==> src/rtl/softmax_frame_rx.sv <==
// softmax_frame_rx: captures one softmax frame (N_CLASS posteriors), tracks argmax/max/sum,
// and offers the result downstream on a valid/ready handshake.
//   clk, rst_n             clock, asynchronous active-low reset
//   dv_in, din             posterior burst from the softmax stage
//   frame_valid/ready      result handshake toward the decoder
//   max_idx/max_val/sum_val frame result, stable while frame_valid=1
//   rd_addr, rd_data       registered random-access read of the frame buffer
//   busy                   engine not idle
//   len_err, ovr_err       single-cycle error pulses (bad length / burst dropped while held)
module softmax_frame_rx #(
  parameter int unsigned N_CLASS = 13,
  parameter int unsigned DW      = 11,
  parameter int unsigned IDX_W   = 4
) (
  input  logic                clk,
  input  logic                rst_n,
  input  logic                dv_in,
  input  logic [DW-1:0]       din,
  output logic                frame_valid,
  input  logic                frame_ready,
  output logic [IDX_W-1:0]    max_idx,
  output logic [DW-1:0]       max_val,
  output logic [DW+IDX_W-1:0] sum_val,
  input  logic [IDX_W-1:0]    rd_addr,
  output logic [DW-1:0]       rd_data,
  output logic                busy,
  output logic                len_err,
  output logic                ovr_err
);

  // count needs one extra bit so the overlong marker N_CLASS+1 always fits
  localparam int unsigned CNT_W = IDX_W + 1;
  localparam int unsigned SW    = DW + IDX_W;
  localparam logic [CNT_W-1:0] N_CNT = CNT_W'(N_CLASS);
  localparam logic [CNT_W-1:0] N_OVR = CNT_W'(N_CLASS + 1);

  localparam logic [1:0] IDLE    = 2'd0;
  localparam logic [1:0] CAPTURE = 2'd1;
  localparam logic [1:0] HOLD    = 2'd2;
  localparam logic [1:0] DROP    = 2'd3;

  logic [1:0]       state, state_d;
  logic [CNT_W-1:0] count, count_d;
  logic [IDX_W-1:0] max_idx_d;
  logic [DW-1:0]    max_val_d;
  logic [SW-1:0]    sum_d;
  logic             len_err_d, ovr_err_d;
  logic             ovr_seen, ovr_seen_d;
  logic             wr_en;
  logic [IDX_W-1:0] wr_addr;

  logic [DW-1:0] buf_mem [N_CLASS];

  // State and registered outputs
  always_ff @(posedge clk or negedge rst_n) begin
    if (!rst_n) begin
      state       <= IDLE;
      count       <= '0;
      max_idx     <= '0;
      max_val     <= '0;
      sum_val     <= '0;
      frame_valid <= 1'b0;
      busy        <= 1'b0;
      len_err     <= 1'b0;
      ovr_err     <= 1'b0;
      ovr_seen    <= 1'b0;
    end else begin
      state       <= state_d;
      count       <= count_d;
      max_idx     <= max_idx_d;
      max_val     <= max_val_d;
      sum_val     <= sum_d;
      frame_valid <= (state_d == HOLD);
      busy        <= (state_d != IDLE);
      len_err     <= len_err_d;
      ovr_err     <= ovr_err_d;
      ovr_seen    <= ovr_seen_d;
    end
  end

  // Next-state, accumulators and buffer write control
  always_comb begin
    state_d    = state;
    count_d    = count;
    max_idx_d  = max_idx;
    max_val_d  = max_val;
    sum_d      = sum_val;
    len_err_d  = 1'b0;
    ovr_err_d  = 1'b0;
    // ovr_seen marks a burst that already raised ovr_err; it ends with the burst
    ovr_seen_d = ovr_seen & dv_in;
    wr_en      = 1'b0;
    wr_addr    = IDX_W'(count);

    case (state)
      IDLE: begin
        if (dv_in) begin
          wr_en     = 1'b1;
          wr_addr   = '0;
          count_d   = CNT_W'(1);
          max_val_d = din;
          max_idx_d = '0;
          sum_d     = SW'(din);
          state_d   = CAPTURE;
        end
      end

      CAPTURE: begin
        if (dv_in) begin
          if (count < N_CNT) begin
            wr_en   = 1'b1;
            sum_d   = sum_val + SW'(din);
            count_d = count + CNT_W'(1);
            // strict compare keeps the lowest index on ties
            if (din > max_val) begin
              max_val_d = din;
              max_idx_d = IDX_W'(count);
            end
          end else begin
            count_d = N_OVR;
          end
        end else begin
          count_d = '0;
          if (count == N_CNT) begin
            state_d = HOLD;
          end else begin
            len_err_d = 1'b1;
            max_idx_d = '0;
            max_val_d = '0;
            sum_d     = '0;
            state_d   = IDLE;
          end
        end
      end

      HOLD: begin
        if (dv_in && !ovr_seen) begin
          ovr_err_d  = 1'b1;
          ovr_seen_d = 1'b1;
        end
        // a burst still running at accept time is drained in DROP
        if (frame_ready) state_d = dv_in ? DROP : IDLE;
      end

      DROP: begin
        if (!dv_in) state_d = IDLE;
      end

      default: state_d = IDLE;
    endcase
  end

  // Frame buffer: no reset, contents undefined until written
  always_ff @(posedge clk) begin
    if (wr_en) buf_mem[wr_addr] <= din;
  end

  // Registered read port; same-cycle write returns the previous word
  always_ff @(posedge clk or negedge rst_n) begin
    if (!rst_n) begin
      rd_data <= '0;
    end else if ({1'b0, rd_addr} < N_CNT) begin
      rd_data <= buf_mem[rd_addr];
    end else begin
      rd_data <= '0;
    end
  end

endmodule

==> config.mk <==
export PLATFORM = sky130hd
export DESIGN_NAME = softmax_frame_rx
export DESIGN_NICKNAME = d
export VERILOG_FILES = /design/src/rtl/softmax_frame_rx.sv
export SDC_FILE = /design/constraint.sdc
export NUM_CORES = 1
export LEC_CHECK = 0
export CORE_MARGIN = 2
export CORE_UTILIZATION = 37
export DETAILED_ROUTE_END_ITERATION = 16
export GPL_TIMING_DRIVEN = 0
export PLACE_DENSITY = 0.52
export SYNTH_ARGS = -nofsm -noshare
export SYNTH_HDL_FRONTEND = slang
export SYNTH_SLANG_ARGS = --single-unit
==> constraint.sdc <==
create_clock -name clk -period 2.7 [get_ports clk]
set_input_delay 0.27 -clock clk [delete_from_list [all_inputs] [get_ports clk]]
set_output_delay 0.27 -clock clk [all_outputs]
set_load 0.05 [all_outputs]
# ---- Yosys cells after proc, flatten, opt, wreduce, memory -nomap -nowiden
# Memory sizes are Yosys's and may differ from the RTL's.
# Index checks and enable logic that the tools add are counted.
dict set report classes {
  add_sub_neg 2
  n_lt_le_gt_ge 3
  eq_ne 9
  n_mux 44
  bitwise 1
  n_reduce_logical 8
}
# op count
set ops {}
lappend ops {{11-bit two-way mux} 6}
lappend ops {{15-bit two-way mux} 4}
lappend ops {{15-bit case mux with 2 select lines} 1}
lappend ops {{4-bit two-way mux} 7}
lappend ops {{11-bit case mux with 2 select lines} 1}
lappend ops {{15-bit by 11-bit adder with 15-bit output} 1}
lappend ops {{5-bit two-way mux} 3}
lappend ops {{1-bit two-way mux} 12}
lappend ops {{2-bit two-way mux} 6}
lappend ops {{11-bit > comparator} 1}
lappend ops {{5-bit case mux with 2 select lines} 1}
lappend ops {{3-bit inequality test, second input constant} 3}
lappend ops {{2-bit case mux with 4 select lines} 1}
lappend ops {{4-bit case mux with 2 select lines} 1}
lappend ops {{2-bit == test, second input constant} 3}
lappend ops {{5-bit by 1-bit adder with 5-bit output, second input constant} 1}
lappend ops {{5-bit by 4-bit == test with 1-bit output, second input constant} 1}
lappend ops {{5-bit by 4-bit < comparator with 1-bit output, second input constant} 1}
lappend ops {{5-bit AND reduction} 1}
lappend ops {{4-bit < comparator, second input constant} 1}
lappend ops {{4-bit AND reduction} 1}
lappend ops {{2-bit nonzero test} 2}
lappend ops {{2-bit by 1-bit == test with 1-bit output, second input constant} 1}
lappend ops {{2-bit logical NOT} 1}
lappend ops {{6 further kinds} 6}
dict set report word_totals {
  regBits 53
  ramBits 143
  inputBits 19
  output_inout_bits 45
  wordCells 79
  memories 1
}
# name depth width read_ports rd_ports_with_merged_regs wr line
set memory_table {}
lappend memory_table {buf_mem 13 11 1 0 1 52} ;# logic [DW-1:0] buf_mem [N_CLASS];

# ---- Logic depth before layout (Yosys ltp)
dict set report logic_depth {
  word_depth 6
  depth_mapped 9
  depth_no_buf 8
}

# ---- Worst setup path after synthesis
# Ideal clock, no wire load.
dict set report synth_path {
  path_type {register to register}
  start {register max_val[1]}
  end {register max_val[0]}
  setup_time_ns 0.067
  arrival_ns 2.314
  t_required_ns 2.633
  path_slack_ns 0.319
  stages_incl_launch_ff 10
  path_buffers 1
  synth_period_minus_slack_ns 2.381
  cell_sequence {dfrtp_1 > inv_1 > ha_1 > nor2b_1 > o21ai_0 > a21oi_1 > o31a_1 > o31ai_4 > buf_2 > a22o_1}
}
dict set report synth_between {
  elab_chain_len 3
}
# item line
set synth_rtl {}
lappend synth_rtl {{from (decl)} 22} ;# output logic [DW-1:0] max_val,
lappend synth_rtl {{from (signal assigned)} 71} ;# max_val <= max_val_d;
lappend synth_rtl {{11-bit > comparator} 115} ;# if (din > max_val) begin
lappend synth_rtl {{3-bit inequality test (no line)} -}
lappend synth_rtl {{5-bit AND reduction (no line)} -}
# Every way passes these cells.
# A chain may end at the register's enable or synchronous reset.

# ---- Worst setup path after layout
dict set report layout_path {
  start {register state[1]}
  end {memory buf_mem[9][8], enable pin}
}
dict set report layout_between {
  elab_chain_len 4
  elab_cells_between_ends 6
  classes_between {1 x eq/ne; 4 x mux; 1 x reduce/logical}
}
# item line
set layout_rtl {}
lappend layout_rtl {{from (decl)} 42} ;# logic [1:0] state, state_d;
lappend layout_rtl {{from (signal assigned)} 68} ;# state <= state_d;
lappend layout_rtl {{2-bit by 1-bit == test with 1-bit output / 2-bit logical NOT (equally long branches)} 95} ;# case (state)
lappend layout_rtl {{1-bit case mux with 2 select lines} 95}
lappend layout_rtl {{1-bit two-way mux} 155} ;# if (wr_en) buf_mem[wr_addr] <= din;
lappend layout_rtl {{1-bit two-way mux (not written as such)} 155}
lappend layout_rtl {{to (decl)} 52}
# Several ways; a longest one is shown, not always the timed one.

==> results.md <==
* Clock H-tree levels at 4
* Final worst slack at -0.0450 ns
* Synth top area share at 51.4%
* Crit path kind: register to register
* Max Slew Vio Count at 0
* Layout cell share with drive strength beyond 1 at 14.8%
* TritonCTS Buffers at 17
* Total grt overflow at 0
* Area added between synthesis and finish at 20.8%
* Pwr Density at 717 nW/um^2
* DP Wirelength at 13100 um
* Synth area leader: edfxtp_1
* Hold_ws at 0.367 ns
* Max-slew headroom at 35.3%
* Skew final at a little under 0.009 ns
* CTS root buffer: clkbuf_16
* Starting Density at around 38%
* Initial detailed-routing violation count at 318
* Number of synthesized flops with an enable pin at 143
* Flop pwr share at 47.3%
* Drt wl/cell at 21.3 um
* Longest Clk Path Bufs at 2
* Count leader, synth: edfxtp_1
* Leakage at approximately 3.6 nW
* Post-synth top cells: 143 x edfxtp_1, 53 x dfrtp_1, 41 x nand2_1, 40 x nor2_1, 33 x mux4_2
* Final core occ at 45.8%
* GRT Util Overall at 17.3%
* Avg Cell Area, Syn at 15.2 um^2
* Max-cap viol count at 0
* Register area at 5620 um^2
* #FFs+latches synth at 196
* Ranking of synthesized cells by area: edfxtp_1 51%, dfrtp_1 16%, mux4_2 8.9%
* RSZ-0062 raised after global routing: true
* Distinct cells, synth at 52
* CP Capture Type: register
* Multi-input gate area at 2610 um^2
* Total Wirelength at 19700 um
* Number of global-route vias before repair at around 5200
* Switching pwr at 1.93 mW
* Final setup viols at 11
* Post-Syn Area at 8360 um^2
* Gate power share at 16.5%
* Main flop type after synthesis: edfxtp_1
* Worst VDD drop at about 0.40 mV
* Placer Congestion at 0.824
* Global-route wire length before repair at 30700 um
* Drt pass-1 iters at 5
* WP data required at approximately 2.8 ns
* Int Pwr at approximately 5.3 mW
* Residual DRC at 0
* Synth Warn # at 0
* Final period util at 102%
* Tot Pwr at 7.24 mW
* Synth Instances at ~550
* Final hold violation count at 0
* Die span in x at 154 um
* Filler Cell Count at 1946
* Design area at ~10000 um^2
* Startpoint Class: register
* Ys async rst share at 27.0%
* Die Area at 23800 um^2
* Status: finished with violations
* Vias at 5124
* Worst skew pair latency at about 0.43 ns
* I/O pin count at 64
* Syn_nets at just under 600
* Failing checks: setup timing
* Hold crit path type: primary input to async pin
* Port Buffers at 61
* CP arrival at 2.80 ns
* Final Non-Filler Cells at around 930
* Clk slew on worst S/H paths at 0.07 ns
* Clock share of power at between 30% and 40%
* Fin nets at 679
* Via/cell ratio at 5.52
* Net Sw Frac at 26.7%
* Initial antenna violation count at 0
* CTS tree: done
* Clk sink count at 196
* Peak Freq at 364 MHz
* Die H at ~150 um
* Placed instance area at 9350 um^2
* CORE AREA at 22000 um^2
* Least-Margin Pin Slew at approximately 0.96 ns
* Tmin final at 2.74 ns
* DP Cell Count at 892
* Row cnt at between 50 and 60
* Ant diodes at 0
* Seq/Total Area, Yosys at 67.3%
* Crit path max fanout at 11
* Final ANT Viol Nets at 0
* Largest net degree at the start of global routing at 35
[cell usage in the layout, fill, tap and decap left out, types with 7 or more instances in the layout]
master / count
a31oi_1: 15
buf_2: 11
clkbuf_16: 17
nand2_1: 41
edfxtp_1: 143
nand3_1: 10
nor2_1: 29
a221oi_1: 19
a22o_1: 16
nor2_2: 7
clkbuf_1: 20
ha_1: 24
clkdlybuf4s50_1: 49
a21oi_1: 24
inv_1: 21
o21ai_0: 13
dfrtp_1: 53
mux4_2: 33
[through the flow]
step | setup TNS, ns | worst slack, ns
global route | -8.28 | -0.194
finish | -0.456 | -0.0450
global placement | -118.74 | -0.816
detailed placement | -84.86 | -0.791
floorplan | 0 | 0.319
CTS | 0 | 0.000113
[flip-flops by register name (all words and copies together) (netlist names), 2 cells and up]
register / cells
buf_mem: 143
count: 5
max_idx: 4
max_val: 11
rd_data: 11
state: 2
sum_val: 15
[cells by family after synthesis]
| logic type | synth area share (%) |
|---|---|
| xor gates and xnor gates | 0.838 |
| adders and majority gates | 3.83 |
| AOI/OAI and AO/OA | 10.0 |
| buffers and inverters | 2.26 |
| DFF | 67.3 |
| muxes | 9.01 |
| and+or+nand+nor | 6.77 |
[worst max-delay path, cell delays in order, from the launching register on]
cell and delay [ns]:
dfrtp_1 0.46, nor2b_1 0.35, nand2_1 0.31, nor2_1 0.28
nand3_1 0.26, nor2_2 0.71
[power by group through the flow]
stage / logic, mW / registers [mW] / clock network [mW]
final: 1.19 / 3.43 / 2.62
after CTS: 1.20 / 3.43 / 2.66
after detailed placement: 1.19 / 3.49 / 0
after global placement: 1.16 / 3.49 / 0
after global routing: 1.29 / 3.44 / 2.79
after floorplan: 0.526 / 3.73 / 0
[final timing paths]
check | startpoint | cells after the start | slack, ns | end
worst max-delay path | state[1]$_DFF_PN0_ | 5 | -0.04 | buf_mem[9][8]$_DFFE_PP_
worst min-delay path | rst_n | 2 | 0.37 | rd_data[4]$_DFF_PN0_
worst max register to register | state[1]$_DFF_PN0_ | 5 | -0.04 | buf_mem[9][8]$_DFFE_PP_
worst min register to register | ovr_seen$_DFF_PN0_ | 1 | 0.44 | ovr_err$_DFF_PN0_
max in group asynchronous | rst_n | 3 | 1.74 | max_val[0]$_DFFE_PN0P_
min in group clk | din[1] | 1 | 0.40 | buf_mem[6][1]$_DFFE_PP_
[final cells by class]
| type | instances | share of cell area [%] |
|---|---|---|
| Buffer | 26 | 1.09 |
| Clock buffer | 23 | 4.64 |
| Clock inverter | 9 | 1.41 |
| Inverter | 21 | 0.781 |
| Multi-Input combinational cell | 306 | 25.9 |
| Sequential cell | 196 | 55.7 |
| Tap cell | 280 | 3.47 |
| Timing Repair Buffer | 67 | 7.05 |
[repair_timing]
| item | in CTS | in global routing |
|---|---|---|
| gates resized for setup | 17 | 12 |
| hold buffers | 1 | 0 |
| setup endpoints to repair | 115 | 140 |
| hold endpoints to repair | 19 | 0 |
| setup buffers | 0 | 3 |
| pin swaps | 0 | 3 |
[metal layers]
layer	routed length, um	track usage (%)
met3	768	3.42
met4	263	4.54
met1	9080	23.9
met5	0	0
met2	9610	28.3
(Power assumes the default switching activity.)
